## config.mk

```make
export PLATFORM = sky130hd
export DESIGN_NAME = regs_shift_serializer
export DESIGN_NICKNAME = d
export VERILOG_FILES = /design/src/rtl/regs_shift_serializer.sv
export SDC_FILE = /design/constraint.sdc
export NUM_CORES = 1
export LEC_CHECK = 0
export BUFFER_PORTS_ARGS = -buffer_cell sky130_fd_sc_hd__buf_4
export CAP_MARGIN = 20
export CORE_AREA = 2 2 39 41
export CTS_BUF_LIST = sky130_fd_sc_hd__clkbuf_4
export CTS_CLUSTER_DIAMETER = 80
export DETAILED_ROUTE_END_ITERATION = 7
export DIE_AREA = 0 0 41 43
export PLACE_DENSITY = 0.78
export SYNTH_ARGS = -nofsm -noshare
export SYNTH_HDL_FRONTEND = slang
export SYNTH_SLANG_ARGS = --single-unit
```

## constraint.sdc

```tcl
create_clock -name clk -period 2.36 [get_ports clk]
set_input_delay 0.472 -clock clk [delete_from_list [all_inputs] [get_ports clk]]
set_output_delay 0.472 -clock clk [all_outputs]
set_load 0.005 [all_outputs]
```

## src/rtl/regs_shift_serializer.sv

```systemverilog
// regs_shift_serializer: parallel-in, serial-out shift register with val/rdy load, MSB first
module regs_shift_serializer #(
  parameter int   p_nbits    = 8,
  parameter logic p_idle_bit = 1'b0
) (
  input  logic               clk,
  input  logic               reset,
  input  logic [p_nbits-1:0] recv_msg,
  input  logic               recv_val,
  output logic               recv_rdy,
  input  logic               en,
  output logic               q,
  output logic               q_val,
  output logic               last,
  output logic               busy
);
  localparam int CW = $clog2(p_nbits);
  typedef enum logic {IDLE, SHIFT} state_t;
  state_t             state_q, state_d;
  logic [p_nbits-1:0] sreg_q, sreg_d;
  logic [CW-1:0]      cnt_q, cnt_d;
  logic               accept;
  // Outputs are forced quiet while reset is high, even before the reset edge lands.
  assign busy     = ~reset & (state_q == SHIFT);
  assign q_val    = busy;
  assign q        = q_val ? sreg_q[p_nbits-1] : p_idle_bit;
  assign last     = q_val & (cnt_q == CW'(p_nbits - 1));
  assign recv_rdy = ~reset & ((state_q == IDLE) | (last & en));
  assign accept   = recv_val & recv_rdy;
  // Next state: a load wins (also covers the zero-gap reload on last&en), else shift on en.
  always_comb begin
    state_d = state_q;
    sreg_d  = sreg_q;
    cnt_d   = cnt_q;
    if (accept) begin
      state_d = SHIFT;
      sreg_d  = recv_msg;
      cnt_d   = '0;
    end else if (busy & en) begin
      state_d = last ? IDLE : SHIFT;
      sreg_d  = {sreg_q[p_nbits-2:0], 1'b0};
      cnt_d   = last ? '0 : cnt_q + 1'b1;
    end
  end
  // State registers with dominant synchronous reset.
  always_ff @(posedge clk) begin
    if (reset) begin
      state_q <= IDLE;
      sreg_q  <= '0;
      cnt_q   <= '0;
    end else begin
      state_q <= state_d;
      sreg_q  <= sreg_d;
      cnt_q   <= cnt_d;
    end
  end
endmodule
```

Yosys cells after proc, flatten, opt, wreduce, memory -nomap -nowiden
Cells that the tools add are included.
Cells by class
  shift-type cells: 0
  $add $sub $neg: 1
  bitwise gates (word level): 9
  equal/unequal tests: 1
  multiplexer cells: 7
  $lt $le $gt $ge: 0
  divide/modulo/power cells: 0
  $mul: 0
  reduce and logical (&&, ||, !) cells: 2
Operator list (number)
  $mux W8: 2
  $and A1 B1 Y1: 6
  $mux W1: 4
  $add A3 B1 Y3 const B: 1
  $eq A3 B3 Y1 const B: 1
  $mux W3: 1
  $not A1 Y1: 2
  $reduce_bool A2 Y1: 1
  $reduce_or A2 Y1: 1
  $or A1 B1 Y1: 1
Storage, ports and cells
  word-level logic and storage cells: 23
  memories kept: 0
  bits of input ports: 12
  register bits: 12
  bits in read-only memories: 0
  bits in writable memories: 0
  output and inout port bits: 5
  bits in latches: 0

Longest topological paths before layout
  depth in word-level cells: 8
  depth in mapped cells: 6
  gate-level depth less buffers: 5

Worst setup path after synthesis
No wires, ideal clock.
  path type: register -> output
  from: register cnt_q[0]
  to: output port recv_rdy
  data required time: 1.888 ns
  setup slack: 0.783 ns
  path buffers: 1
  cell stages (with the launch flop): 6
  arrival time: 1.105 ns
  cell sequence: dfxtp_1 -> ha_1 -> ha_1 -> a21boi_2 -> buf_2 -> nor2_1
On the way
  word-level cells in the longest chain between the ends: 5
RTL lines
  from (decl): line 21  | logic [CW-1:0] cnt_q, cnt_d;
  from (signal assigned): line 54  | cnt_q <= cnt_d;
  $eq A3 B3 Y1: line 27  | assign last = q_val & (cnt_q == CW'(p_nbits - 1));
  $and A1 B1 Y1: line 27
  $and A1 B1 Y1: line 28  | assign recv_rdy = ~reset & ((state_q == IDLE) | (last & en));
  $or A1 B1 Y1: line 28
  $and A1 B1 Y1: line 28
  to (decl): line 10  | output logic recv_rdy,
No other way between the ends.

Worst setup path in the final report
Ends and elaborated chain as after synthesis.

==> results_dict.tcl <==
set metrics [dict create \
    status "finished clean" \
    muxShareOfSynthArea_pct 1.639 \
    synthXorXnorAreaFrac_pct 0 \
    p_seq_share_pct 54.4 \
    clock_latency_ns 0.27 \
    ys_top_cells_by_area "dfxtp_1, a311oi_1, nand2_1" \
    grt_pass1_wl_um 1945 \
    power_frac_clock_pct 30.5 \
    period_minus_slack_ns 1.977 \
    diodes 0 \
    vdd_drop_max_mv 0.2687 \
    synth_ff_type "dfxtp_1" \
    min_path_type "input port to flop" \
    final.setup.tns_ns 0 \
    dp_hpwl_um 918.5 \
    yosysTopAreaCell "dfxtp_1" \
    synth_cell_types 24 \
    grt_max_degree 18 \
    first_pass_iters 5 \
    synth_top_family_by_area "simple AND/OR/NAND/NOR gates" \
    h-tree-depth 1 \
    synthSimpleGateAreaFrac_pct 31.56 \
    grt_antenna_before_repair 0 \
    cts_resized 0 \
    cts_tree "yes" \
    p_sw_mw 0.09902 \
    switching_share_pct 24.60 \
    synthArstFlopShare_pct 0 \
    yosysMostFrequentCell "nand2_1" \
    drt-initial-drc-count 5 \
    drv_cap 0 \
    synth_fa_ha_area_share_pct 4.098 \
    post_cts_buffers 0 \
    slew_violations 0 \
    hold_viol_final 0 \
    synth_compound_area_share_pct 16.39 \
    dpl_cell_area_um2 723.2 \
    gp_congestion 0.7541 \
    cp_cell_sequence "ha_1, ha_1, a21boi_2, nor2_1, buf_4" \
    drive_gt1_share_pct 26.74 \
    via_count 544 \
    finClkSkew_ns 0.007652 \
    die_h_um 43 \
    design_area_um2 745.7 \
    synth_nets 86 \
    ctsLongestPathBuffers 2 \
    synth.ff_latch_count 12 \
    die_x_um 41 \
    critical_path_class "flop to output pin" \
    postCtsHoldBufs 0 \
    synth_cells 72 \
    overflow 0 \
    synth_edf_count 0 \
    grt_pass1_vias 450 \
    io_pins 17 \
    port_buffers 16 \
    setup_violations 0 \
    syn_area_um2 610.6 \
    fin_nets 102 \
    start_util_pct 44.12 \
    clock_sinks 12 \
    cts_buffers 3 \
    leakagePower_nw 0.2989 \
    path_common_cell "ha_1" \
    startpoint_type "flop" \
    rows 14 \
    end_kind "output pin" \
    worstMarginPinSlew_ns 0.3815 \
    yosys-top-cells-count "nand2_1, dfxtp_1, nor3_1, a311oi_1, nor2_1" \
    slew_headroom_pct 74.57 \
    wl_per_cell_um 12.24 \
    dieArea_um2 1763 \
    via_per_inst 5.333 \
    power_per_cell_area_nw_per_um2 539.9 \
    internal-power_mw 0.3036 \
    critPathMaxFanout 7 \
    rsz0062_at_grt "no" \
    fmax_mhz 505.9 \
    synth_top_area_share_pct 39.34 \
    ant_nets 0 \
    crit_slowest_cell "dfxtp_1" \
    core_area_um2 1384 \
    grt_usage_pct 16.73 \
    max_stage_delay_ns 0.33 \
    ys_seq_area_share_pct 39.34 \
    route.detailed.drc 0 \
    avgSynthCellArea_um2 8.480 \
    syn2layout_area_growth_pct 22.13 \
    path_clk_slew_ns 0.06 \
    wirelength_um 1248 \
    ys_warn_count 0 \
    min_period_over_period_pct 83.76 \
    power_frac_comb_pct 15.1 \
    cts-root-buf "clkbuf_4" \
    arrival_ns 1.50 \
    cp.required_ns 1.89 \
]
path summary, 6_finish.rpt:
kind,from,to,slack [ns],cells after the start
worst min-delay path,recv_val,state_q,0.45,3
worst max register to register,cnt_q[0],sreg_q[3],0.63,5
worst max-delay path,cnt_q[0],recv_rdy,0.38,5
worst min register to register,cnt_q[2],cnt_q[2],0.48,2
per-stage QoR:
stage | utilization [%] | cells | worst slack [ns] | total power, mW | hold slack (ns)
floorplan | - | 72 | 0.7827 | 0.2585 | 0.4381
global placement | 52.26 | 99 | 0.7302 | 0.2832 | 0.4620
detailed placement | 52.26 | 99 | 0.6427 | 0.2847 | 0.4741
CTS | 53.89 | 102 | 0.3779 | 0.4059 | 0.4573
global route | 53.89 | 102 | 0.2763 | 0.4223 | 0.4699
finish | 53.89 | 102 | 0.3833 | 0.4026 | 0.4519
cell usage in the layout, fill, tap and decap left out, types with 2 or more instances in the layout:
| cell type | instances |
|---|---|
| and2_1 | 2 |
| nor2_1 | 4 |
| buf_4 | 18 |
| nor3_1 | 8 |
| nand3b_1 | 2 |
| clkbuf_4 | 3 |
| dfxtp_1 | 12 |
| ha_1 | 2 |
| a211oi_1 | 2 |
| nand2_1 | 16 |
| a311oi_1 | 7 |
power groups by stage:
stage          logic [mW]  registers, mW  clock network [mW]
3_3_place_gp       0.0598          0.223                   0
5_1_grt            0.0679          0.220               0.135
3_5_place_dp       0.0609          0.224                   0
4_1_cts            0.0613          0.219               0.126
6_report           0.0607          0.219               0.123
2_1_floorplan      0.0366          0.222                   0
flip-flops by register name (all words and copies together) (netlist names):
signal	flops
sreg_q	8
state_q	1
cnt_q	3
metal layers:
layer | GRT usage (%) | wire [µm] | vias up
met2 | 24.06 | 549 | 16
met1 | 20.20 | 592 | 235
met3 | 4.712 | 74 | 4
met4 | 12.00 | 31 | 0
met5 | 0 | 0 | -
li1 | - | - | 289
critical path, delay by kind of cell (launching register included):
family	cells	cell delay [ns]
fa+ha+maj	2	0.42
compound gates	1	0.28
flops	1	0.33
buf+inv	1	0.14
simple gates	1	0.07
kinds of logic (layout without fill, tap and decap cells):
| family | after synthesis | in the layout |
|---|---|---|
| and+or+nand+nor | 38 | 38 |
| AOI/OAI and AO/OA | 12 | 12 |
| DFF | 12 | 12 |
| buffers and inverters | 7 | 21 |
| adders and majority gates | 2 | 2 |
| muxes | 1 | 1 |
final cells by class:
class / instances / area (µm²)
multi-input cells: 53 / 327.8
clock buffers: 3 / 22.52
repair buffers: 18 / 135.1
fillers: 133 / 638.1
flip-flops and latches: 12 / 240.2
well taps: 16 / 20.02
Power figures use the tool's default switching activity.
